### config.mk
export PLATFORM = sky130hd
export DESIGN_NAME = huff_enc_ctrl
export DESIGN_NICKNAME = d
export VERILOG_FILES = /design/src/rtl/huff_pkg.sv /design/src/rtl/huff_freq_table.sv /design/src/rtl/huff_enc_ctrl.sv
export SDC_FILE = /design/constraint.sdc
export NUM_CORES = 1
export LEC_CHECK = 0
export ABC_CLOCK_PERIOD_IN_PS = 3850
export BUFFER_PORTS_ARGS = -buffer_cell sky130_fd_sc_hd__buf_2
export CORE_MARGIN = 8
export CORE_UTILIZATION = 45
export DETAILED_ROUTE_END_ITERATION = 8
export GPL_TIMING_DRIVEN = 0
export HOLD_SLACK_MARGIN = 0.15
export SLEW_MARGIN = 20
export SYNTH_ARGS = -nofsm -noshare
export SYNTH_HDL_FRONTEND = slang
export SYNTH_SLANG_ARGS = --single-unit
### constraint.sdc
create_clock -name clk -period 3.85 [get_ports clk]
set_clock_uncertainty 0.1 [all_clocks]
set_input_delay 0.385 -clock clk [delete_from_list [all_inputs] [get_ports clk]]
set_output_delay 0.385 -clock clk [all_outputs]
set_load 0.01 [all_outputs]
### src/rtl/huff_pkg.sv
// Shared constants, state/error encodings and the frequency-table entry layout
// for the Huffman encoder job sequencer.
package huff_pkg;

    localparam int unsigned MAX_CHAR_COUNT = 3;
    localparam int unsigned FREQ_W         = 3;
    localparam int unsigned CNT_W          = $clog2(MAX_CHAR_COUNT + 1);
    localparam int unsigned IDX_W          = $clog2(MAX_CHAR_COUNT);

    typedef enum logic [2:0] {
        S_IDLE,
        S_COLLECT,
        S_ENC_RST,
        S_LOAD,
        S_CAPTURE,
        S_DONE,
        S_ERROR
    } state_t;

    typedef enum logic [1:0] {
        ERR_NONE = 2'd0,
        ERR_OVF  = 2'd1,
        ERR_UNF  = 2'd2,
        ERR_TMO  = 2'd3
    } err_code_t;

    typedef struct packed {
        logic [7:0]                char;
        logic [FREQ_W-1:0]         freq;
        logic [MAX_CHAR_COUNT-1:0] mask;
        logic [MAX_CHAR_COUNT-1:0] value;
        logic                      used;
    } entry_t;

endpackage

### src/rtl/huff_freq_table.sv
// Symbol frequency / code table: parallel char match, first-appearance allocation,
// saturating counts, code write-back and a registered host lookup port.
module huff_freq_table
    import huff_pkg::*;
(
    input  logic                      clk,
    input  logic                      rst_n,
    input  logic                      i_clear,
    input  logic                      i_sym_en,
    input  logic [7:0]                i_sym_char,
    output logic                      o_sym_hit,
    output logic                      o_full,
    output logic [CNT_W-1:0]          o_count,
    input  logic [IDX_W-1:0]          i_rd_idx,
    output logic [7:0]                o_rd_char,
    output logic [FREQ_W-1:0]         o_rd_freq,
    input  logic                      i_wr_en,
    input  logic [7:0]                i_wr_char,
    input  logic [MAX_CHAR_COUNT-1:0] i_wr_mask,
    input  logic [MAX_CHAR_COUNT-1:0] i_wr_value,
    output logic                      o_wr_hit,
    input  logic                      i_lu_valid,
    input  logic                      i_lu_allow,
    input  logic [7:0]                i_lu_char,
    output logic                      o_lu_hit,
    output logic [MAX_CHAR_COUNT-1:0] o_lu_mask,
    output logic [MAX_CHAR_COUNT-1:0] o_lu_value
);

    entry_t                    r_tab [MAX_CHAR_COUNT];
    logic [CNT_W-1:0]          r_count;
    logic                      r_lu_hit;
    logic [MAX_CHAR_COUNT-1:0] r_lu_mask;
    logic [MAX_CHAR_COUNT-1:0] r_lu_value;

    logic [MAX_CHAR_COUNT-1:0] w_sym_match;
    logic [MAX_CHAR_COUNT-1:0] w_wr_match;
    logic [MAX_CHAR_COUNT-1:0] w_lu_match;
    logic [MAX_CHAR_COUNT-1:0] w_lu_mask;
    logic [MAX_CHAR_COUNT-1:0] w_lu_value;
    entry_t                    w_new;

    always_comb begin
        w_sym_match = '0;
        w_wr_match  = '0;
        w_lu_match  = '0;
        w_lu_mask   = '0;
        w_lu_value  = '0;
        o_rd_char   = '0;
        o_rd_freq   = '0;
        for (int unsigned i = 0; i < MAX_CHAR_COUNT; i++) begin
            w_sym_match[i] = r_tab[i].used && (r_tab[i].char == i_sym_char);
            w_wr_match[i]  = r_tab[i].used && (r_tab[i].char == i_wr_char);
            w_lu_match[i]  = r_tab[i].used && (r_tab[i].char == i_lu_char);
            if (w_lu_match[i]) begin
                w_lu_mask  = r_tab[i].mask;
                w_lu_value = r_tab[i].value;
            end
            if (i_rd_idx == IDX_W'(i)) begin
                o_rd_char = r_tab[i].char;
                o_rd_freq = r_tab[i].freq;
            end
        end
    end

    assign w_new     = '{char: i_sym_char, freq: FREQ_W'(1), mask: '0, value: '0, used: 1'b1};
    assign o_sym_hit = |w_sym_match;
    assign o_wr_hit  = |w_wr_match;
    assign o_full    = (r_count == CNT_W'(MAX_CHAR_COUNT));
    assign o_count   = r_count;

    always_ff @(posedge clk or negedge rst_n) begin
        if (!rst_n) begin
            for (int unsigned i = 0; i < MAX_CHAR_COUNT; i++) r_tab[i] <= '0;
            r_count    <= '0;
            r_lu_hit   <= 1'b0;
            r_lu_mask  <= '0;
            r_lu_value <= '0;
        end else begin
            if (i_clear) begin
                // A new job's first symbol lands directly in slot 0 of the wiped table.
                for (int unsigned i = 0; i < MAX_CHAR_COUNT; i++) r_tab[i] <= '0;
                if (i_sym_en) begin
                    r_tab[0] <= w_new;
                    r_count  <= CNT_W'(1);
                end else begin
                    r_count  <= '0;
                end
            end else begin
                if (i_sym_en) begin
                    if (o_sym_hit) begin
                        for (int unsigned i = 0; i < MAX_CHAR_COUNT; i++)
                            if (w_sym_match[i] && (r_tab[i].freq != '1))
                                r_tab[i].freq <= r_tab[i].freq + FREQ_W'(1);
                    end else if (!o_full) begin
                        for (int unsigned i = 0; i < MAX_CHAR_COUNT; i++)
                            if (r_count == CNT_W'(i)) r_tab[i] <= w_new;
                        r_count <= r_count + CNT_W'(1);
                    end
                end
                if (i_wr_en) begin
                    for (int unsigned i = 0; i < MAX_CHAR_COUNT; i++)
                        if (w_wr_match[i]) begin
                            r_tab[i].mask  <= i_wr_mask;
                            r_tab[i].value <= i_wr_value;
                        end
                end
            end
            if (i_lu_valid) begin
                r_lu_hit   <= i_lu_allow && (|w_lu_match);
                r_lu_mask  <= (i_lu_allow && (|w_lu_match)) ? w_lu_mask  : '0;
                r_lu_value <= (i_lu_allow && (|w_lu_match)) ? w_lu_value : '0;
            end
        end
    end

    assign o_lu_hit   = r_lu_hit;
    assign o_lu_mask  = r_lu_mask;
    assign o_lu_value = r_lu_value;

endmodule

### src/rtl/huff_enc_ctrl.sv
// Job sequencer for huff_encoder: collects symbol frequencies, resets and loads the
// encoder, captures the (char, code) pairs and guards the reply with a watchdog.
module huff_enc_ctrl
    import huff_pkg::*;
#(
    parameter int unsigned ENC_RST_CYCLES = 2,
    parameter int unsigned TIMEOUT        = 64
) (
    input  logic                      clk,
    input  logic                      reset_n,
    input  logic                      sym_valid,
    output logic                      sym_ready,
    input  logic [7:0]                sym_data,
    input  logic                      sym_last,
    output logic                      enc_reset,
    output logic [11:0]               enc_io_in,
    input  logic [11:0]               enc_io_out,
    output logic                      busy,
    output logic                      done,
    output logic                      err,
    output logic [1:0]                err_code,
    input  logic [7:0]                lu_char,
    input  logic                      lu_valid,
    output logic                      lu_hit,
    output logic [MAX_CHAR_COUNT-1:0] lu_mask,
    output logic [MAX_CHAR_COUNT-1:0] lu_value
);

    localparam int unsigned WORDS = 2 * MAX_CHAR_COUNT;
    localparam int unsigned WC_W  = $clog2(WORDS + 1);
    localparam int unsigned RST_W = $clog2(ENC_RST_CYCLES) + 1;
    localparam int unsigned WD_W  = $clog2(TIMEOUT) + 1;

    state_t           r_state, w_state_nxt;
    err_code_t        r_err_code, w_err_nxt;
    logic [RST_W-1:0] r_rst_cnt;
    logic [IDX_W-1:0] r_ld_idx;
    logic [WD_W-1:0]  r_wd;
    logic [WC_W-1:0]  r_wcnt, w_wcnt_nxt;
    logic [7:0]       r_pend_char;

    logic              w_accept, w_clear, w_sym_en, w_sym_hit, w_full;
    logic [CNT_W-1:0]  w_count;
    logic [7:0]        w_rd_char;
    logic [FREQ_W-1:0] w_rd_freq;
    logic              w_capture, w_wr_en, w_wr_hit, w_pair_err;
    logic              w_unused;

    assign w_unused   = ^enc_io_out[11:9];
    assign w_accept   = sym_valid && sym_ready;
    assign w_capture  = ((r_state == S_LOAD) || (r_state == S_CAPTURE)) && enc_io_out[8]
                        && (r_wcnt != WC_W'(WORDS));
    assign w_wr_en    = w_capture && r_wcnt[0];
    assign w_pair_err = w_wr_en && !w_wr_hit;
    assign w_wcnt_nxt = r_wcnt + (w_capture ? WC_W'(1) : WC_W'(0));

    huff_freq_table u_table (
        .clk        (clk),
        .rst_n      (reset_n),
        .i_clear    (w_clear),
        .i_sym_en   (w_sym_en),
        .i_sym_char (sym_data),
        .o_sym_hit  (w_sym_hit),
        .o_full     (w_full),
        .o_count    (w_count),
        .i_rd_idx   (r_ld_idx),
        .o_rd_char  (w_rd_char),
        .o_rd_freq  (w_rd_freq),
        .i_wr_en    (w_wr_en),
        .i_wr_char  (r_pend_char),
        .i_wr_mask  (enc_io_out[5:3]),
        .i_wr_value (enc_io_out[2:0]),
        .o_wr_hit   (w_wr_hit),
        .i_lu_valid (lu_valid),
        .i_lu_allow (r_state == S_DONE),
        .i_lu_char  (lu_char),
        .o_lu_hit   (lu_hit),
        .o_lu_mask  (lu_mask),
        .o_lu_value (lu_value)
    );

    always_comb begin
        w_state_nxt = r_state;
        w_err_nxt   = r_err_code;
        w_clear     = 1'b0;
        w_sym_en    = 1'b0;
        case (r_state)
            S_IDLE, S_DONE, S_ERROR: begin
                if (w_accept) begin
                    w_clear     = 1'b1;
                    w_sym_en    = 1'b1;
                    w_err_nxt   = ERR_NONE;
                    w_state_nxt = S_COLLECT;
                    if (sym_last) begin
                        w_state_nxt = S_ERROR;
                        w_err_nxt   = ERR_UNF;
                    end
                end
            end
            S_COLLECT: begin
                if (w_accept) begin
                    w_sym_en = 1'b1;
                    // Overflow outranks sym_last on the same symbol.
                    if (!w_sym_hit && w_full) begin
                        w_state_nxt = S_ERROR;
                        w_err_nxt   = ERR_OVF;
                    end else if (sym_last) begin
                        if (w_sym_hit ? w_full : (w_count == CNT_W'(MAX_CHAR_COUNT - 1))) begin
                            w_state_nxt = S_ENC_RST;
                        end else begin
                            w_state_nxt = S_ERROR;
                            w_err_nxt   = ERR_UNF;
                        end
                    end
                end
            end
            S_ENC_RST: begin
                if (r_rst_cnt == RST_W'(ENC_RST_CYCLES - 1)) w_state_nxt = S_LOAD;
            end
            S_LOAD: begin
                if (w_pair_err) begin
                    w_state_nxt = S_ERROR;
                    w_err_nxt   = ERR_TMO;
                end else if (r_ld_idx == IDX_W'(MAX_CHAR_COUNT - 1)) begin
                    w_state_nxt = S_CAPTURE;
                end
            end
            S_CAPTURE: begin
                if (w_pair_err) begin
                    w_state_nxt = S_ERROR;
                    w_err_nxt   = ERR_TMO;
                end else if (w_wcnt_nxt == WC_W'(WORDS)) begin
                    w_state_nxt = S_DONE;
                end else if (r_wd == WD_W'(TIMEOUT - 1)) begin
                    w_state_nxt = S_ERROR;
                    w_err_nxt   = ERR_TMO;
                end
            end
            default: w_state_nxt = S_IDLE;
        endcase
    end

    always_ff @(posedge clk or negedge reset_n) begin
        if (!reset_n) begin
            r_state     <= S_IDLE;
            r_err_code  <= ERR_NONE;
            r_rst_cnt   <= '0;
            r_ld_idx    <= '0;
            r_wd        <= '0;
            r_wcnt      <= '0;
            r_pend_char <= '0;
        end else begin
            r_state    <= w_state_nxt;
            r_err_code <= w_err_nxt;
            r_rst_cnt  <= (r_state == S_ENC_RST) ? r_rst_cnt + RST_W'(1) : '0;
            r_ld_idx   <= (r_state == S_LOAD)    ? r_ld_idx + IDX_W'(1)  : '0;
            r_wd       <= (r_state == S_CAPTURE) ? r_wd + WD_W'(1)       : '0;
            r_wcnt     <= ((r_state == S_LOAD) || (r_state == S_CAPTURE)) ? w_wcnt_nxt : '0;
            if (w_capture && !r_wcnt[0]) r_pend_char <= enc_io_out[7:0];
        end
    end

    assign sym_ready = (r_state == S_IDLE) || (r_state == S_COLLECT)
                       || (r_state == S_DONE) || (r_state == S_ERROR);
    assign busy      = (r_state == S_COLLECT) || (r_state == S_ENC_RST)
                       || (r_state == S_LOAD) || (r_state == S_CAPTURE);
    assign enc_reset = !((r_state == S_LOAD) || (r_state == S_CAPTURE));
    assign enc_io_in = (r_state == S_LOAD) ? {1'b1, w_rd_freq, w_rd_char} : '0;
    assign done      = (r_state == S_DONE);
    assign err       = (r_state == S_ERROR);
    assign err_code  = r_err_code;

endmodule

# [Word level (Yosys, flattened, before mapping)]
# Index checks and enable logic that the tools add are counted.
[word_totals] n_memories=0 output_inout_bits=26 elab_cells=209 rom_bits=0 ff_bits=90 ramBits=0 latch_bits=0
[op_classes] n_reduce_logical=56 shift=0 n_mux=76 div=0 n_bitwise=0 n_lt_le_gt_ge=0 n_eq_ne=43 multipliers=0 add_sub_neg=8
[op_table] operator="$mux 54" count=3
[op_table] operator="$mux 3" count=30
[op_table] operator="$eq 8x8->1" count=9
[op_table] operator="$mux 18" count=4
[op_table] operator="$mux 6" count=6
[op_table] operator="$mux 2" count=16
[op_table] operator="$mux 8" count=4
[op_table] operator="$mux 15" count=2
[op_table] operator="$reduce_and 4->1" count=6
[op_table] operator="$ne 3x3->1 const B" count=7
[op_table] operator="$logic_and 1x1->1" count=20
[op_table] operator="$pmux 3 s5" count=1
[op_table] operator="$mux 7" count=2
[op_table] operator="$eq 3x3->1 const B" count=4
[op_table] operator="$mux 12" count=1
[op_table] operator="$reduce_or 3->1" count=4
[op_table] operator="$add 3x1->3 const B" count=3
[op_table] operator="$ne 3x1->1 const B" count=3
[op_table] operator="$ne 3x2->1 const B" count=3
[op_table] operator="$reduce_bool 3->1" count=3
[op_table] operator="$ne 2x2->1 const B" count=4
[op_table] operator="$pmux 2 s4" count=1
[op_table] operator="$reduce_and 8->1" count=1
[op_table] operator="$reduce_bool 2->1" count=4
[op_table] operator="other kinds (19)" count=42

# [Logic depth before layout (Yosys ltp)]
# Gate-level depths: netlist (run 1).
[logic_depth] ltp_word=11 mapped_depth=16 depth_no_buf=14

# [Hierarchy]
# Synthesis (run 1) repeated with hierarchy kept, for this count alone.
[hier_totals] hier_cells=643 hier_area_um2=6053.3
[modules_own_cells] module="huff_freq_table" cells_each=480 area_per_inst_um2=4424.2 n_inst=1
[modules_own_cells] module="huff_enc_ctrl" cells_each=163 area_per_inst_um2=1629.1 n_inst=1

# [Worst setup path after synthesis (run 1)]
# Ideal clock, no wire load.
[synth_timing] path_type="register to register" startpoint="register r_state[1]" endpoint="register r_err_code[1], in the netlist err_code[1]" setup_slack_ns=0.317 t_arrival_ns=3.306 path_stages_with_launch=16 period_less_slack_ns=3.533 setup_time_ns=0.128 cell_sequence="dfrtp_1 > buf_2 > nand2_1 > or2_2 > clkbuf_1 > inv_1 > a21oi_1 > nor2_1 > ha_1 > ha_1 > xor2_1 > and3_1 > o41ai_1 > o22ai_1 > a211oi_1 > mux2_1"
[synth_between] elab_chain_len=9
[synth_lines] element="start: declaration" line_no="huff_enc_ctrl.sv:34" rtl="state_t r_state, w_state_nxt;"
[synth_lines] element="start signal: assignment" line_no="huff_enc_ctrl.sv:153" rtl="r_state <= w_state_nxt;"
[synth_lines] element="$eq 3x2->1 / $eq 3x3->1 (equally long branches)" line_no="huff_enc_ctrl.sv:51, huff_enc_ctrl.sv:87"
[synth_lines] element="$logic_or 1x1->1" line_no="huff_enc_ctrl.sv:51" rtl="assign w_capture = ((r_state == S_LOAD) || (r_state == S_CAPTURE)) && enc_io_out[8]"
[synth_lines] element="$logic_and 1x1->1" line_no="huff_enc_ctrl.sv:51"
[synth_lines] element="$logic_and 1x1->1" line_no="huff_enc_ctrl.sv:52" rtl="&& (r_wcnt != WC_W'(WORDS));"
[synth_lines] element="$mux 1" line_no="huff_enc_ctrl.sv:55" rtl="assign w_wcnt_nxt = r_wcnt + (w_capture ? WC_W'(1) : WC_W'(0));"
[synth_lines] element="$add 3x1->3" line_no="huff_enc_ctrl.sv:55"
[synth_lines] element="$eq 3x3->1" line_no="huff_enc_ctrl.sv:132" rtl="end else if (w_wcnt_nxt == WC_W'(WORDS)) begin"
[synth_lines] element="$ne 3x3->1 (no line)"
[synth_lines] element="$reduce_and 8->1 (no line)"
[synth_lines] element="end signal: assignment" line_no="huff_enc_ctrl.sv:154" rtl="r_err_code <= w_err_nxt;"
[synth_lines] element="end: declaration" line_no="huff_enc_ctrl.sv:35" rtl="err_code_t r_err_code, w_err_nxt;"
# Parallel ways exist; a longest one is shown, timed or not.
# A chain may end at the register's enable or synchronous reset.

# [Final worst setup path (run 1)]
[layout_timing] startpoint="register r_state[1]" endpoint="register r_err_code[0], in the netlist err_code[0]"
# Same word-level chain as after synthesis.

==> key figures, run 1 <==
Outcome
  – Outcome: completed

Synth
  – Synth async-reset ratio: 1.00
  – Synth area leader: dfrtp_1
  – Post-Synth Simple-Gate Area: 0.187
  – Yosys warning count: 0
  – Post-synth EDFFs: 0
  – Register area share after synthesis: 0.382
  – Post-synthesis xor/xnor area fraction: 0.133
  – Top cell type's share of synthesized area: 0.382
  – Mapped Avg Cell Area: 9.29 um^2
  – Main synth FF type: dfrtp_1
  – Post-synthesis compound-gate area fraction: 0.114
  – Synth Cell Area: 5900 um^2
  – Post-Synth Adder-Cell Area: 0.0446
  – Mapped Nets: 689
  – Largest family of logic cells by synthesized area: simple AND/OR/NAND/NOR gates
  – Cell count after synthesis: 635
  – Synth unique cells: a little over 60
  – Register bit total from synthesis: 90
  – Synth area leaders: dfrtp_1 38%, xnor2_1 9.1%, nor2_1 5.3%
  – Mux contribution to synthesized area: 0.0751

Run
  – MaxCap Viol Count: 0

Clock tree
  – H-Tree Level Count: 3
  – Post-CTS setup buffers: 0
  – Clock slew seen by the registers of the worst setup and hold paths: about 0.07 ns
  – Worst-skew pair later-pin latency: 0.36 ns
  – CTS buffer count: 9
  – Longest Clk Path Bufs: 2
  – Clock root cell: clkbuf_16
  – CTS tree: built
  – Num Clock Sinks: 90

Power
  – Max VDD drop: 0.482 mV
  – Leakage power: between 3 and 4 nW
  – Pwr Density: a little under 700 nW/um^2

Placed design
  – Final Wtd Congestion: 0.908
  – HPWL Detailed: roughly 12000 um
  – Port-buffer cells: 46

Global routing
  – Gr usage total: 0.191
  – First-pass GRT wire length: roughly 25000 um
  – Number of global-route vias before repair: 4730
  – Total gr overflow: 0
  – Initial antenna violation count: 0
  – Pin count of the biggest net entering global routing: between 50 and 60

Floorplan
  – Die Width: 130 um
  – Die Ht: 130 um
  – Core ar.: 13000 um^2
  – Rows: 42
  – # IOs: 59
  – Die area: 17000 um^2
  – Initial core utilization: 0.452

Routing
  – Drt via density: 5.41
  – Final ANT Viol Nets: 0
  – Drt first pass iters: 5
  – Avg WL per Cell: 17.6 um
  – Via total after detailed routing: ~4700
  – Final wirelength: ~15000 um
  – DRC Markers: 0
  – Initial drt markers: about 290

Critical path
  – Critical Path End Type: flop
  – Critical Path RT: 3.99 ns
  – Crit path launch type: flop
  – Critical path class: flop to flop
  – Critical Path AT: 3.74 ns
  – Largest fanout on the critical path: 8

Min path
  – HP Class: input port to flop

Timing
  – Worst-Margin Slew: 1.00 ns
  – Max Slew Vio Count: 0
  – Slew HR: 0.328
  – Period minus WS final: 3.60 ns
  – Highest Clock Rate: between 200 and 300 MHz
  – Sum Neg Setup Slack: 0 ns
  – Fin crit share: 0.934
  – Final hold violations: 0
  – Final Setup Violations: 0

Cells and area
  – Fraction of layout cells with a size suffix above 1: 0.199
  – Most frequent cells in the layout: 90 x dfrtp_1, 83 x nor2_1, 64 x buf_2
  – Fin util: 0.518
  – Commonest non-fill, non-tap cell in the layout: dfrtp_1
  – Number of diodes: 0
  – Final nets: between 700 and 800
  – Area Growth Syn to Fin: 14.6%
power by group:
part / internal (mW) / switching [mW]
combinational: 1.01 / 1.29
sequential: 1.16 / 0.248
clock: 0.580 / 0.412
total: 2.75 / 1.95
critical path, stage by stage, from the launching register on:
cell and delay (ns):
dfrtp_1 0.32, buf_2 0.20, nand2_1 0.12, or2_2 0.37, inv_1 0.22, a21oi_4 0.08
nor2_1 0.17, ha_2 0.27, ha_1 0.18, xor2_1 0.08, and3_1 0.25, o41ai_1 0.29
o22ai_1 0.13, a211oi_2 0.35, mux2_1 0.35
through the flow:
step | area, um^2 | hold WS (ns) | power [mW] | setup WS [ns] | std cells
5_1_grt | 6760 | 0.188 | 5.01 | -0.00794 | 876
2_1_floorplan | 5900 | -0.0106 | 3.10 | 0.317 | 635
4_1_cts | 6750 | 0.156 | 4.73 | 0.0409 | 876
3_5_place_dp | 6380 | 0.215 | 3.70 | -0.319 | 858
6_report | 6760 | 0.200 | 4.70 | 0.255 | 876
3_3_place_gp | 6350 | 0.324 | 3.65 | -0.307 | 857
path summary, 6_finish.rpt:
kind,slack (ns),from,depth (start not counted),to
worst max-delay path,0.25,r_state[1]$_DFFE_PN0P_,14,err_code[0]$_DFFE_PN0P_
worst min-delay path,0.20,enc_io_out[5],2,u_table.r_tab[6]$_DFF_PN0_
worst max register to register,0.25,r_state[1]$_DFFE_PN0P_,14,err_code[0]$_DFFE_PN0P_
worst min register to register,0.34,r_rst_cnt[0]$_DFF_PN0_,1,r_rst_cnt[0]$_DFF_PN0_
max in group asynchronous,2.67,reset_n,3,u_table.r_tab[34]$_DFFE_PN0P_
min in group asynchronous,0.39,reset_n,2,r_state[2]$_DFFE_PN0P_
timing repair:
item	CTS	global route
endpoints found under the hold margin	36	1
hold buffers	2	1
setup endpoints to repair	3	3
resized for setup	3	1
flip-flops by register name, indices dropped and copies added, names as in the netlist:
name	flops
err_code	2
r_ld_idx	2
r_pend_char	8
r_rst_cnt	2
r_state	3
r_wcnt	3
r_wd	7
u_table.o_count	2
u_table.o_lu_hit	1
u_table.o_lu_mask	3
u_table.o_lu_value	3
u_table.r_tab	54
synthesized netlist by cell type (all sizes together), types with 2 or more instances:
cell,instances
dfrtp,90
nor2,84
xnor2,73
nand2,45
a21oi,37
buf,37
nand3,25
inv,24
mux2i,24
ha,21
mux2,18
nand4,16
clkbuf,15
nor3,15
a22o,13
o21ai,12
and3,10
and2,7
o22ai,7
a22oi,6
or3,6
xor2,6
o31ai,4
or4,4
nor2b,3
nor4,3
or2,3
a211oi,2
a21o,2
a221o,2
a221oi,2
a31oi,2
nand3b,2
o32ai,2
cell families (layout without fill, tap and decap cells):
kind of cell	after synthesis	in the layout
multiplexers	42	42
AO/OA/AOI/OAI	101	101
adder cells (fa/ha/maj)	21	21
flip-flops	90	90
AND/OR/NAND/NOR	226	226
XOR/XNOR	79	79
buffers and inverters	76	141
layout make-up:
| cell class | instances | area [um^2] |
|---|---|---|
| Multi-Input combinational cell | 469 | 3280 |
| Sequential cell | 90 | 2250 |
| Clock buffer | 9 | 225 |
| Fill cell | 1262 | 6280 |
| Timing Repair Buffer | 50 | 294 |
| Inverter | 24 | 90.1 |
| Tap cell | 176 | 220 |
| Clock inverter | 7 | 105 |
| Buffer | 51 | 290 |
routing by layer:
metal,wire [um],track usage,vias up
met1,6910,0.239,2321
met2,7620,0.324,87
met4,238,0.0587,0
li1,-,-,2311
met3,647,0.0418,19
met5,0,0,-
No activity file was read; power rests on OpenSTA's default activity.
==> inputs of run 2 (changes only) <==
ABC_CLOCK_PERIOD_IN_PS = 4150   (was 3850)
clock period = 4.15 ns   (was 3.85 ns; I/O delays follow)
==> key figures, run 2 (synthesized netlist as in run 1, its figures left out) <==
Outcome
  – Outcome: completed

Critical path
  – Critical Path AT: 4.10 ns (+0.36 ns)
  – Critical Path RT: 4.30 ns (+0.31 ns)
  – Crit-path cells: buf_2 > nand2_1 > or2_2 > clkbuf_1 > inv_1 > a21oi_2 > nor2_1 > ha_1 > ha_1 > xor2_1 > and3_1 > o41ai_1 > o22ai_1 > a211oi_2 > mux2_1
  – Worst Reg-to-Reg Cells: 15 (+1)
  – CP startpoint: r_state[1]$_DFFE_PN0P_
  – Critical path class: flop to flop
  – Reg2Reg Setup Slack: 0.20 ns (-0.05 ns)
  – Critical Path End Type: flop
  – Slowest cell on the critical path: dfrtp_1
  – Cell mode on critical path: ha_1
  – Crit path launch type: flop
  – RR Endpoint: err_code[0]$_DFFE_PN0P_
  – Largest fanout on the critical path: 8 (unchanged)
  – Reg-to-reg startpoint: r_state[1]$_DFFE_PN0P_
  – Slowest cell delay on critical path: 0.36 ns (about the same)

Timing
  – Slew HR: 0.327 (-0.000997)
  – Highest Clock Rate: 253 MHz (-9.0%)
  – Max Slew Vio Count: 0 (unchanged)
  – Final setup margin: 0.200 ns (-0.0545 ns)
  – Period minus WS final: 3.95 ns (+0.355 ns)
  – Sum Neg Setup Slack: 0 ns (unchanged)
  – Worst-Margin Slew: 1.00 ns (+0.00148 ns)
  – Final Setup Violations: 0 (unchanged)
  – Fin crit share: 0.952 (+0.0179)
  – Final hold violations: 0 (unchanged)

Clock tree
  – Num Clock Sinks: 90 (unchanged)
  – H-Tree Level Count: 3 (unchanged)
  – Longest Clk Path Bufs: 2 (unchanged)
  – CTS buffer count: 9 (unchanged)
  – Clock slew seen by the registers of the worst setup and hold paths: 0.07 ns (about the same)
  – CTS tree: built
  – Post-CTS setup buffers: 0 (unchanged)
  – Worst-skew pair later-pin latency: 0.36 ns (about the same)
  – Clock root cell: clkbuf_16

Global routing
  – Total gr overflow: 0 (unchanged)
  – Number of global-route vias before repair: 4720 (-0.21%)
  – First-pass GRT wire length: 24700 um (-0.11%)
  – Pin count of the biggest net entering global routing: 56 (unchanged)
  – Initial antenna violation count: 0 (unchanged)
  – Gr usage total: 0.191 (about the same)

Cells and area
  – Number of diodes: 0 (unchanged)
  – Final nets: 748 (-0.13%)
  – Commonest non-fill, non-tap cell in the layout: dfrtp_1
  – Fraction of layout cells with a size suffix above 1: 0.197 (-0.00115)
  – Max reg flops: 54 (unchanged)
  – Fill cells: 1257 (-0.40%)
  – Area Growth Syn to Fin: 14.1%
  – Fin cells: 875 (-0.11%)
  – Largest Register: u_table.r_tab
  – Top flop regs: u_table.r_tab (54), r_pend_char (8), r_wd (7)
  – Most frequent cells in the layout: 90 x dfrtp_1, 83 x nor2_1, 64 x buf_2

Min path
  – Worst hold stages: 2 (unchanged)
  – Hold Path End: r_pend_char[6]$_DFFE_PN0P_
  – Min-Delay Startpoint: enc_io_out[6]
  – HP Class: input port to flop

Floorplan
  – Core ar.: 13000 um^2 (unchanged)
  – Die area: 17000 um^2 (unchanged)
  – Die Width: 130 um (unchanged)
  – # IOs: 59 (unchanged)
  – Rows: 42 (unchanged)
  – Die Ht: 130 um (unchanged)
  – Initial core utilization: 0.452 (unchanged)

Routing
  – Via total after detailed routing: 4719 (-0.40%)
  – Drt via density: 5.39 (-0.29%)
  – Final ANT Viol Nets: 0 (unchanged)
  – DRC Markers: 0 (unchanged)
  – Final wirelength: 15400 um (-0.18%)
  – Drt first pass iters: 5 (unchanged)
  – Initial drt markers: 268 (-7.9%)
  – Avg WL per Cell: 17.6 um (about the same)

Placed design
  – Pre-CTS setup slack: -0.0192 ns (+0.300 ns)
  – HPWL Detailed: 12100 um (unchanged)
  – Final Wtd Congestion: 0.908 (unchanged)
  – Port-buffer cells: 46 (unchanged)
  – Placed Cells: 858 (unchanged)

Power
  – Overall power: 4.35 mW (-7.4%)
  – Leakage power: 3.03 nW (-0.20%)
  – Max VDD drop: 0.448 mV (-7.1%)
  – Pwr Density: 646 nW/um^2 (-7.0%)

Run
  – MaxCap Viol Count: 0 (unchanged)
[run 2: layer usage]
layer	wire (um)	vias to the layer above	track usage
met5	0	-	0
met4	230	0	0.0587
met3	708	17	0.0418
met2	7590	102	0.323
met1	6860	2296	0.240
li1	-	2304	-
[run 2: critical path, delay by kind of cell, from the launching register on]
family / cells / cell delay (ns)
DFF: 1 / 0.36
muxes: 1 / 0.35
buffers and inverters: 3 / 0.67
xor gates and xnor gates: 1 / 0.15
adders and majority gates: 2 / 0.50
AOI/OAI and AO/OA: 4 / 1.09
and+or+nand+nor: 4 / 0.62
[run 2: how the worst max path moves through the flow]
stage,cells past startpoint,endpoint,slack (ns)
after floorplan,15,err_code[1]$_DFFE_PN0P_,0.62
after global placement,15,err_code[0]$_DFFE_PN0P_,-0.007
after detailed placement,15,err_code[1]$_DFFE_PN0P_,-0.02
after CTS,15,err_code[1]$_DFFE_PN0P_,0.16
after global routing,15,err_code[0]$_DFFE_PN0P_,-0.04
final,15,err_code[0]$_DFFE_PN0P_,0.20
[run 2: final cells by class]
type	count	area, um^2	area share
sequential	90	2250	0.335
inverter	24	90.1	0.0134
clock buffer	9	225	0.0335
buffer	52	294	0.0437
timing repair buffer	48	274	0.0407
tap	176	220	0.0327
clock inverter	7	105	0.0156
multi-input combinational	469	3270	0.486
[run 2: repair_timing]
item / in CTS / in global routing
endpoints found under the hold margin: 35 / 0
resized for setup: 1 / 1
setup endpoints to repair: 2 / 2
cloned: 0 / 0
hold buffers: 1 / 0
pin swaps: 0 / 0
[run 2: stage by stage]
step	area [um^2]	utilization	hold slack [ns]
final	6730	0.516	0.185
after global routing	6730	0.516	0.179
after CTS	6730	0.516	0.178
after detailed placement	6380	0.490	0.245
after global placement	6350	0.487	0.324
after floorplan	5900	-	0.0194
[run 2: power by group]
part	internal [mW]	switching [mW]
sequential	1.08	0.229
combinational	0.929	1.19
clock	0.538	0.383
total	2.54	1.81
==> inputs of run 3 (changes only) <==
ABC_CLOCK_PERIOD_IN_PS = 4100   (was 4150)
clock period = 4.1 ns   (was 4.15 ns; I/O delays follow)
==> key figures, run 3 (synthesized netlist as in run 1, its figures left out) <==
Outcome
  – Outcome: completed

Floorplan
  – Core ar.: 13000 um^2 (unchanged)
  – # IOs: 59 (unchanged)
  – Initial core utilization: 0.452 (unchanged)
  – Die Ht: 130 um (unchanged)
  – Die Width: 130 um (unchanged)
  – Rows: 42 (unchanged)
  – Die area: 17000 um^2 (unchanged)

Clock tree
  – Longest Clk Path Bufs: 2 (unchanged)
  – CTS buffer count: 9 (unchanged)
  – CTS tree: built
  – H-Tree Level Count: 3 (unchanged)
  – Clock slew seen by the registers of the worst setup and hold paths: 0.07 ns (about the same)
  – Clock root cell: clkbuf_16
  – Num Clock Sinks: 90 (unchanged)
  – Worst-skew pair later-pin latency: 0.36 ns (about the same)
  – Post-CTS setup buffers: 0 (unchanged)

Placed design
  – HPWL Detailed: 12100 um (unchanged)
  – Placed Cells: 858 (unchanged)
  – Final Wtd Congestion: 0.908 (unchanged)
  – Port-buffer cells: 46 (unchanged)
  – Placed Area: 6380 um^2 (unchanged)

Cells and area
  – Area of the multi-input gates: 3280 um^2 (+0.23%)
  – Fraction of layout cells with a size suffix above 1: 0.197 (unchanged)
  – Number of diodes: 0 (unchanged)
  – Max reg flops: 54 (unchanged)
  – Area Growth Syn to Fin: 14.3%
  – Largest Register: u_table.r_tab
  – Fill cells: 1256 (-0.080%)
  – Final nets: 748 (unchanged)
  – Most frequent cells in the layout: 90 x dfrtp_1, 83 x nor2_1, 64 x buf_2
  – Design area: 6740 um^2 (+0.11%)
  – Fin cells: 875 (unchanged)
  – Commonest non-fill, non-tap cell in the layout: dfrtp_1
  – Top flop regs: u_table.r_tab (54), r_pend_char (8), r_wd (7)
  – Seq. cell area: 2250 um^2 (unchanged)

Routing
  – Top sig layer: met4
  – Met3 WL: 579 um (-18%)
  – Avg WL per Cell: 17.6 um (+0.18%)
  – Initial drt markers: 242 (-9.7%)
  – Final wirelength: 15400 um (+0.18%)
  – Drt via density: 5.39 (about the same)
  – Drt first pass iters: 5 (unchanged)
  – Final ANT Viol Nets: 0 (unchanged)
  – Routed wl met2: 7610 um (+0.32%)
  – DRC Markers: 0 (unchanged)
  – Via total after detailed routing: 4720 (+0.021%)
  – Metal-1 WL: 6980 um (+1.7%)

Global routing
  – Total gr overflow: 0 (unchanged)
  – Initial antenna violation count: 0 (unchanged)
  – Number of global-route vias before repair: 4720 (unchanged)
  – Gr usage total: 0.191 (unchanged)
  – Pin count of the biggest net entering global routing: 56 (unchanged)
  – First-pass GRT wire length: 24700 um (unchanged)

Critical path
  – Worst Reg-to-Reg Cells: 15 (unchanged)
  – Critical Path End Type: flop
  – Reg-to-reg startpoint: r_state[1]$_DFFE_PN0P_
  – Critical Path AT: 4.03 ns (-0.07 ns)
  – Largest fanout on the critical path: 8 (unchanged)
  – Crit path launch type: flop
  – CP startpoint: r_state[1]$_DFFE_PN0P_
  – Critical Path RT: 4.25 ns (-0.05 ns)
  – Critical path class: flop to flop
  – Critical Path End: err_code[0]$_DFFE_PN0P_
  – RR Endpoint: err_code[0]$_DFFE_PN0P_
  – Reg2Reg Setup Slack: 0.22 ns (+0.02 ns)

Min path
  – HP Class: input port to flop

Power
  – Max VDD drop: 0.453 mV (+1.1%)
  – Pwr Density: 655 nW/um^2 (+1.4%)
  – Leakage power: 3.03 nW (about the same)

Timing
  – Slew HR: 0.327 (about the same)
  – Final hold slack: 0.180 ns (-0.00540 ns)
  – Highest Clock Rate: 257 MHz (+1.7%)
  – Max Slew Vio Count: 0 (unchanged)
  – Period minus WS final: 3.88 ns (-0.0651 ns)
  – Worst-Margin Slew: 1.00 ns (-0.00000334 ns)
  – Final Setup Violations: 0 (unchanged)
  – Fin crit share: 0.947 (-0.00426)
  – Final hold violations: 0 (unchanged)

Run
  – MaxCap Viol Count: 0 (unchanged)
## run 3: cell counts in the layout (fill, tap and decap cells not counted)
Identical to the previous run, type by type.
## run 3: metal layers
layer | global-route usage | vias to the layer above
met4 | 0.0587 | 0
met5 | 0 | -
li1 | - | 2304
met2 | 0.323 | 79
met1 | 0.240 | 2316
met3 | 0.0418 | 21
## run 3: worst max-delay path: stages (launching register included)
cell,delay (ns)
dfrtp_1,0.36
buf_2,0.17
nand2_1,0.14
or2_2,0.12
clkbuf_1,0.28
inv_1,0.22
a21oi_4,0.25
nor2_1,0.10
ha_1,0.27
ha_1,0.22
xor2_1,0.15
and3_1,0.24
o41ai_1,0.29
o22ai_1,0.13
a211oi_2,0.35
mux2_1,0.35
## run 3: cell type report
class / count / area share
Clock inverter: 7 / 0.0156
Sequential cell: 90 / 0.334
Timing Repair Buffer: 48 / 0.0407
Clock buffer: 9 / 0.0334
Tap cell: 176 / 0.0327
Multi-Input combinational cell: 469 / 0.486
Buffer: 52 / 0.0436
Inverter: 24 / 0.0134
## run 3: where the power goes
group	switching, mW	leakage [nW]	internal, mW
logic	1.21	1.68	0.944
clock network	0.388	0.159	0.545
registers	0.233	1.19	1.09
total	1.83	3.03	2.58
## run 3: worst min-delay path by stage
stage                                 startpoint  slack (ns)  cells after the start                         end
final                              enc_io_out[6]        0.18                      2  r_pend_char[6]$_DFFE_PN0P_
after global routing               enc_io_out[7]        0.17                      2  r_pend_char[7]$_DFFE_PN0P_
after CTS                          enc_io_out[6]        0.17                      2  r_pend_char[6]$_DFFE_PN0P_
after detailed placement                 reset_n        0.24                      1      r_state[2]$_DFFE_PN0P_
after global placement    r_rst_cnt[0]$_DFF_PN0_        0.32                      1      r_rst_cnt[0]$_DFF_PN0_
after floorplan                          reset_n        0.01                      0     err_code[0]$_DFFE_PN0P_
## run 3: per-stage QoR
stage	worst slack [ns]	TNS, ns	total power [mW]	util
floorplan	0.567	0	2.91	-
global placement	-0.0566	-0.113	3.43	0.487
detailed placement	-0.0692	-0.138	3.48	0.490
CTS	0.107	0	4.43	0.516
global route	-0.00125	-0.00125	4.70	0.517
finish	0.215	0	4.41	0.517
## run 3: timing repair
item / in CTS / in global routing
gates cloned: 0 / 0
setup endpoints to repair: 2 / 2
gates resized for setup: 1 / 2
hold buffers: 1 / 0
endpoints found under the hold margin: 35 / 0
